File: src/rtl/uart_bus_ctrl.sv
// Register front end and RX/TX sequencer for the UART: decodes single-beat bus
// accesses, strobes the RX read path with a timeout, and feeds the TX FIFO.
module uart_bus_ctrl #(
    parameter int          TIMEOUT  = 16,
    parameter logic [15:0] BAUD_RST = 16'd868
) (
    input  logic        clk_i,
    input  logic        rstn_i,
    input  logic        req_i,
    input  logic        we_i,
    input  logic [1:0]  addr_i,
    input  logic [31:0] wdata_i,
    output logic        ack_o,
    output logic        err_o,
    output logic [31:0] rdata_o,
    output logic [15:0] baud_div_o,
    output logic        rx_active_o,
    output logic        rx_rd_en_o,
    input  logic [7:0]  rx_rdata_i,
    input  logic        rx_done_i,
    input  logic        rx_full_i,
    input  logic        rx_empty_i,
    output logic        tx_wr_o,
    output logic [7:0]  tx_wdata_o,
    input  logic        tx_full_i,
    input  logic        tx_empty_i,
    output logic [1:0]  dbg_state_o
);

    localparam int CW = (TIMEOUT > 1) ? $clog2(TIMEOUT) : 1;

    localparam logic [1:0] A_CTRL   = 2'd0;
    localparam logic [1:0] A_STATUS = 2'd1;
    localparam logic [1:0] A_RXDATA = 2'd2;
    localparam logic [1:0] A_TXDATA = 2'd3;

    typedef enum logic [1:0] {
        S_IDLE    = 2'd0,
        S_RX_WAIT = 2'd1,
        S_RESP    = 2'd2
    } state_t;

    state_t      r_state, w_state;
    logic [CW-1:0] r_cnt, w_cnt;
    logic        r_ack, w_ack;
    logic        r_err, w_err;
    logic [31:0] r_rdata, w_rdata;
    logic [15:0] r_baud, w_baud;
    logic        r_rx_active, w_rx_active;
    logic        r_tx_en, w_tx_en;
    logic        r_ovf, w_ovf;
    logic        r_rx_rd_en, w_rx_rd_en;
    logic        r_tx_wr, w_tx_wr;
    logic [7:0]  r_tx_wdata, w_tx_wdata;
    logic        r_pend_ctrl, w_pend_ctrl;
    logic        r_pend_clr, w_pend_clr;
    logic [17:0] r_pend_data, w_pend_data;
    logic        w_unused;

    assign w_unused = ^wdata_i[31:18];

    // Register writes are held pending during RESP so they land with ack_o.
    always_comb begin
        w_state     = r_state;
        w_cnt       = r_cnt;
        w_ack       = 1'b0;
        w_err       = r_err;
        w_rdata     = r_rdata;
        w_baud      = r_baud;
        w_rx_active = r_rx_active;
        w_tx_en     = r_tx_en;
        w_ovf       = r_ovf;
        w_rx_rd_en  = 1'b0;
        w_tx_wr     = 1'b0;
        w_tx_wdata  = r_tx_wdata;
        w_pend_ctrl = r_pend_ctrl;
        w_pend_clr  = r_pend_clr;
        w_pend_data = r_pend_data;

        case (r_state)
            S_IDLE: begin
                if (req_i && !r_ack) begin
                    w_state     = S_RESP;
                    w_err       = 1'b0;
                    w_rdata     = 32'd0;
                    w_pend_ctrl = 1'b0;
                    w_pend_clr  = 1'b0;
                    case (addr_i)
                        A_CTRL: begin
                            if (we_i) begin
                                w_pend_ctrl = 1'b1;
                                w_pend_data = wdata_i[17:0];
                                w_err       = (wdata_i[15:0] == 16'd0);
                            end else begin
                                w_rdata = {14'd0, r_tx_en, r_rx_active, r_baud};
                            end
                        end
                        A_STATUS: begin
                            if (we_i) begin
                                w_pend_clr = wdata_i[4];
                            end else begin
                                w_rdata = {27'd0, r_ovf, tx_full_i, tx_empty_i,
                                           rx_full_i, rx_empty_i};
                            end
                        end
                        A_RXDATA: begin
                            if (we_i || rx_empty_i) begin
                                w_err = 1'b1;
                            end else begin
                                w_rx_rd_en = 1'b1;
                                w_cnt      = '0;
                                w_state    = S_RX_WAIT;
                            end
                        end
                        default: begin
                            if (!we_i || tx_full_i) begin
                                w_err = 1'b1;
                            end else begin
                                w_tx_wr    = 1'b1;
                                w_tx_wdata = wdata_i[7:0];
                            end
                        end
                    endcase
                end
            end
            S_RX_WAIT: begin
                if (rx_done_i) begin
                    w_rdata = {24'd0, rx_rdata_i};
                    w_err   = 1'b0;
                    w_state = S_RESP;
                end else if (r_cnt == CW'(TIMEOUT - 1)) begin
                    w_rdata = 32'd0;
                    w_err   = 1'b1;
                    w_state = S_RESP;
                end else begin
                    w_cnt = r_cnt + CW'(1);
                end
            end
            S_RESP: begin
                w_ack   = 1'b1;
                w_state = S_IDLE;
                if (r_pend_ctrl) begin
                    if (r_pend_data[15:0] != 16'd0) begin
                        w_baud = r_pend_data[15:0];
                    end
                    w_rx_active = r_pend_data[16];
                    w_tx_en     = r_pend_data[17];
                    w_pend_ctrl = 1'b0;
                end
                if (r_pend_clr) begin
                    w_ovf      = 1'b0;
                    w_pend_clr = 1'b0;
                end
            end
            default: w_state = S_IDLE;
        endcase

        // Overflow set is evaluated last so it beats a same-cycle clear.
        if (r_rx_active && rx_full_i) begin
            w_ovf = 1'b1;
        end
    end

    always_ff @(posedge clk_i) begin
        if (!rstn_i) begin
            r_state     <= S_IDLE;
            r_cnt       <= '0;
            r_ack       <= 1'b0;
            r_err       <= 1'b0;
            r_rdata     <= 32'd0;
            r_baud      <= BAUD_RST;
            r_rx_active <= 1'b0;
            r_tx_en     <= 1'b0;
            r_ovf       <= 1'b0;
            r_rx_rd_en  <= 1'b0;
            r_tx_wr     <= 1'b0;
            r_tx_wdata  <= 8'd0;
            r_pend_ctrl <= 1'b0;
            r_pend_clr  <= 1'b0;
            r_pend_data <= 18'd0;
        end else begin
            r_state     <= w_state;
            r_cnt       <= w_cnt;
            r_ack       <= w_ack;
            r_err       <= w_err;
            r_rdata     <= w_rdata;
            r_baud      <= w_baud;
            r_rx_active <= w_rx_active;
            r_tx_en     <= w_tx_en;
            r_ovf       <= w_ovf;
            r_rx_rd_en  <= w_rx_rd_en;
            r_tx_wr     <= w_tx_wr;
            r_tx_wdata  <= w_tx_wdata;
            r_pend_ctrl <= w_pend_ctrl;
            r_pend_clr  <= w_pend_clr;
            r_pend_data <= w_pend_data;
        end
    end

    assign ack_o       = r_ack;
    assign err_o       = r_err;
    assign rdata_o     = r_rdata;
    assign baud_div_o  = r_baud;
    assign rx_active_o = r_rx_active;
    assign rx_rd_en_o  = r_rx_rd_en;
    assign tx_wr_o     = r_tx_wr;
    assign tx_wdata_o  = r_tx_wdata;
    assign dbg_state_o = r_state;

endmodule

File: config.mk
export PLATFORM = sky130hd
export DESIGN_NAME = uart_bus_ctrl
export DESIGN_NICKNAME = d
export VERILOG_FILES = /design/src/rtl/uart_bus_ctrl.sv
export SDC_FILE = /design/constraint.sdc
export NUM_CORES = 1
export LEC_CHECK = 0
export CORE_MARGIN = 1
export CORE_UTILIZATION = 46
export CTS_CLUSTER_SIZE = 10
export DETAILED_ROUTE_END_ITERATION = 10
export GPL_ROUTABILITY_DRIVEN = 0
export PLACE_DENSITY = 0.89
export SYNTH_ARGS = -nofsm -noshare
export SYNTH_HDL_FRONTEND = slang
export SYNTH_SLANG_ARGS = --single-unit
File: constraint.sdc
create_clock -name clk_i -period 2.5 [get_ports clk_i]
set_clock_uncertainty 0.2 [all_clocks]
set_input_delay 0.75 -clock clk_i [delete_from_list [all_inputs] [get_ports clk_i]]
set_output_delay 0.75 -clock clk_i [all_outputs]
set_load 0.05 [all_outputs]
---- Word level (Yosys, flattened, before mapping) ----
Cells that the tools add are included.
W data, S select, Z words.
storage, ports and cells
  output and inout port bits .............. 63
  input port bits ......................... 51
  register bits ........................... 89
  word-level logic and storage cells ...... 99
operators by class
  muxes and demuxes ....................... 41
  $add $sub $neg .......................... 1
  bitwise logic cells ..................... 5
  reductions and logical operators ........ 26
  eq/ne operators ......................... 11
operator list
  kind                   number
  $mux W32               3
  $pmux W32 S2           1
  $pmux W18 S2           1
  $mux W4                5
  $mux W1                18
  $mux W18               1
  $logic_not A16 Y1      1
  $reduce_bool A16 Y1    1
  $reduce_and A4 Y1      3
  $mux W2                5
  $ne A2 B2 Y1 const B   4
  $pmux W4 S2            1
  $reduce_and A2 Y1      4
  $reduce_bool A2 Y1     4
  $pmux W1 S2            3
  $reduce_and A3 Y1      2
  $reduce_and A6 Y1      1
  $reduce_or A6 Y1       1
  $mux W5                1
  $not A1 Y1             5
  $add A4 B1 Y4 const B  1
  $eq A2 B1 Y1 const B   2
  $eq A2 B2 Y1 const B   2
  $eq A4 B4 Y1 const B   1
  other kinds (9)        13

---- Longest topological paths before layout ----
Gate-level depths: netlist of the first run.
  depth in word-level cells ............... 6
  mapped depth ............................ 7
  gate-level depth less buffers ........... 5

---- Worst setup path before layout of the first run ----
No wires, ideal clock.
  kind .................................... input to register
  start point ............................. input req_i
  end point ............................... register r_pend_data[16]
  setup time .............................. 0.118 ns
  slack ................................... 0.325 ns
  data arrival time ....................... 1.857 ns
  cell stages on the path ................. 7
  cell sequence ........................... or4b_1 -> buf_6 -> nand2b_4 -> buf_6 -> buf_6 -> nand2_2 -> a21boi_2
on the way
  cells in the longest elaborated chain, start to end .. 2
RTL lines
  element                             line  source
  start, declared                     9     input logic req_i,
  $logic_and A1 B1 Y1                 82    if (req_i && !r_ack) begin
  $reduce_and A4 Y1 (no source line)  --
  end signal, assigned                196   r_pend_data <= w_pend_data;
  end, declared                       57    logic [17:0] r_pend_data, w_pend_data;
No other way between the ends.
A chain may end at the register's enable or synchronous reset.

---- Final worst setup path of the first run ----
  start point ............................. register r_err, in the netlist err_o
  end point ............................... output err_o
RTL lines
  element                 line  source
  start, declared         46    logic r_err, w_err;
  start signal, assigned  185   r_err <= w_err;
  end, declared           14    output logic err_o,
No word-level cell between the ends.

==> results of run 1 <==
per-layer routing:
metal	share of wire, %	GRT usage, %	wire length, microns	vias to the layer above
met5	0	0	0	-
met3	4.1	4.664	346	20
met4	2.5	8.944	213	0
met1	46	28.11	3916	1450
li1	-	-	-	1458
met2	47	36.36	3963	115
stage by stage:
step	setup TNS [ns]	worst slack (ns)
5_1_grt	0	0.005748
3_5_place_dp	-7.885	-0.2757
3_3_place_gp	-5.499	-0.1908
6_report	0	0.03335
4_1_cts	0	0.001253
2_1_floorplan	0	0.3246
flip-flops by register name, summed over array words and instances (netlist names), 2 cells and up:
register     flops
baud_div_o      16
rdata_o         18
tx_wdata_o       8
r_cnt            4
r_pend_data     18
dbg_state_o      2
kinds of logic after synthesis:
logic type | count (synthesis) | share of synthesized area (%)
AO/OA/AOI/OAI | 83 | 18.59
adder cells (fa/ha/maj) | 1 | 0.3624
buffers and inverters | 44 | 7.829
flip-flops | 75 | 43.49
multiplexers | 13 | 3.951
other | 1 | 0.1086
AND/OR/NAND/NOR | 158 | 25.66
power by group through the flow:
stage / Combinational (mW) / Sequential [mW] / Clock (mW)
3_5_place_dp: 0.402 / 1.26 / 0
5_1_grt: 0.433 / 1.24 / 0.875
3_3_place_gp: 0.395 / 1.26 / 0
2_1_floorplan: 0.218 / 1.32 / 0
6_report: 0.407 / 1.24 / 0.823
4_1_cts: 0.405 / 1.24 / 0.824
Yosys cell counts, types with 2 or more instances:
cell type  number  share of area [%]
a21boi_0       28                6.1
a21boi_1        4               0.87
a21boi_2       11                3.6
a221oi_1        8                2.0
a31oi_1         2               0.36
and2_1          6                1.1
and4_1          2               0.51
buf_2          11                1.6
buf_4          14                3.0
buf_6           5                1.6
clkbuf_1       10                1.1
dfxtp_1        75                 43
inv_1           3               0.33
mux2_2          5                1.6
mux2i_1         8                2.3
nand2_1        46                5.0
nand2_2         9                1.6
nand2b_1        4               0.72
nand3_1        35                5.1
nand4_1         2               0.36
nand4b_1        2               0.51
nor2_1          9               0.98
nor2b_1        11                2.0
nor3b_1         9                2.0
nor4_1         10                1.8
o21a_1          2               0.43
o21ai_0        19                2.8
area by class of cell:
class                      count  area (sq um)  area share, %
clock buffer                  12         155.1          3.422
multi-input combinational    269          1729          38.13
clock inverter                 2         12.51         0.2759
timing repair buffer         102          1001          22.08
tap                           99         123.9          2.732
sequential                    75          1501          33.11
inverter                       3         11.26         0.2483
tightest hold or removal path, stage by stage, from the launching register on:
cell and delay (ns):
dfxtp_1 0.31, nand2_1 0.05, a21boi_0 0.06
worst max-delay path by stage:
stage	start	endpoint	depth (start not counted)
6_report	err_o	err_o	1
3_5_place_dp	req_i	r_cnt[2]	6
4_1_cts	baud_div_o[15]	baud_div_o[15]	1
2_1_floorplan	req_i	r_pend_data[16]	7
3_3_place_gp	req_i	r_cnt[2]	6
5_1_grt	err_o	err_o	1
==> key figures, run 1 <==
Power and ir drop
  • Leak: 1.692 nW
  • Power Density: 543.7 nW/um^2
  • Internal: 1.779 mW
  • NetSw: 0.6862 mW
  • Gate power share: 16.5%
  • Sequential Power Share: 50.1%
  • Max VDD drop: 0.3445 mV
  • Tot Pwr: 2.465 mW
  • Clock group share of total power: 33.4%
  • Switching Share: 27.83%

Die
  • Core Area: 7253 sq um
  • Die area: 7855 sq um
  • Starting Density: 47.59%
  • IO Pins: 114
  • Height of the die: 88.63 microns
  • Die Width: 88.63 microns
  • # rows: 31

Outcome
  • Outcome: completed

Timing
  • RSZ-0062 raised after global routing: no
  • Final hold violations: 0
  • Final period util: 98.67%
  • Worst-Margin Slew: 0.6141 ns
  • Max_slew headroom: 58.75%
  • Min Tclk post-route: 2.467 ns
  • Hold Slack: 0.2601 ns
  • Final setup fails: 0
  • Slew Viols, Final: 0
  • Peak Freq: 405.4 MHz

Clock tree
  • Gates resized, CTS repair: 2
  • Post-CTS Setup Bufs: 0
  • Reg clk slew, reported paths: 0.07 ns
  • Post-CTS Hold Buffers: 0
  • CTS tree: built
  • Clock Latency Late Sink: 0.35 ns
  • CTS buffer count: 9
  • Max H-tree Level: 3
  • # clock sinks: 75
  • Root buffer cell: clkbuf_8
  • Largest buffer count on any clock path: 2

Global route
  • Number of global-route vias before repair: 2741
  • GRT Residual Overflow: 0
  • First-pass GRT wire length: 13.17 mm
  • Total Routing Usage GR: 22.04%
  • Largest net degree at the start of global routing: 32
  • Initial antenna violation count: 0

Critical path
  • Cell count of the worst reg-to-reg path: 4
  • Crit path DAT: 1.52 ns
  • Crit path largest cell delay: 0.83 ns
  • CP cell instances: clkdlybuf4s50_1
  • Critical Path RT: 1.55 ns
  • Family with the most delay on the worst path: buffers and inverters
  • RR Endpoint: baud_div_o[15]
  • Critical path class: reg -> out
  • Crit-path max FO: 2
  • Reg-to-reg setup timing slack: 0.38 ns
  • CP max-delay cell: clkdlybuf4s50_1
  • Worst reg2reg path startpoint: dbg_state_o[1]
  • Startpoint types: register
  • Endpoint class of the critical path: output pin
  • CP Buf/Inv Count: 1

Yosys
  • Asr flop ratio synth: 0%
  • Syn Inst Count: 375
  • Yosys warns: 0
  • Post-synth EDFFs: 0
  • Mapped cell area: 3452 sq um
  • Synth cell types: 52
  • Synth Register Bits: 75
  • Seq/Total Area, Yosys: 43.49%
  • Syn avg cell area: 9.205 sq um
  • Top FF cell, synth: dfxtp_1

Hold path
  • HP Class: reg -> reg
  • WHS Endpoint: rdata_o[16]
  • Hold path cells: 2
  • Hold Crit Start: rdata_o[16]

Final layout
  • # fillers: 603
  • Area Growth Syn to Fin: 31.35%
  • Final cell count without fillers: 562
  • Commonest non-fill, non-tap cell in the layout: dfxtp_1
  • Final Util: 62.52%
  • Final #Nets: 512
  • Final instance area: 4534 sq um
  • Share of layout cells above drive strength 1: 16.20%
  • Ant. Diodes: 0
  • Most frequent cells in the layout: dfxtp_1, clkdlybuf4s50_1, nand2_1, nand3_1, a21boi_0

Drt
  • DRT iter0 DRCs: 236
  • Routed WL: 8.441 mm
  • Vias per Instance: 5.415
  • DRC: 0
  • DR pass1 iterations: 4
  • Avg WL per Cell: 15.02 microns
  • DR vias: 3043
  • Antenna-violating nets left: 0

Place
  • Cell Count Post-Placement: 548
  • Placed wire-length estimate: 6.107 mm
  • Post-DP Area: 4349 sq um
  • Port Buffers: 85

Flow run
  • Max_cap viols: 0
Note: power is estimated with default switching activity, not from simulation.
==> run 2, diff against run 1 <==
ABC_AREA = 0   (was default)
==> results of run 2 <==
The final DEF is identical to that of run 1; final timing and power are the same.
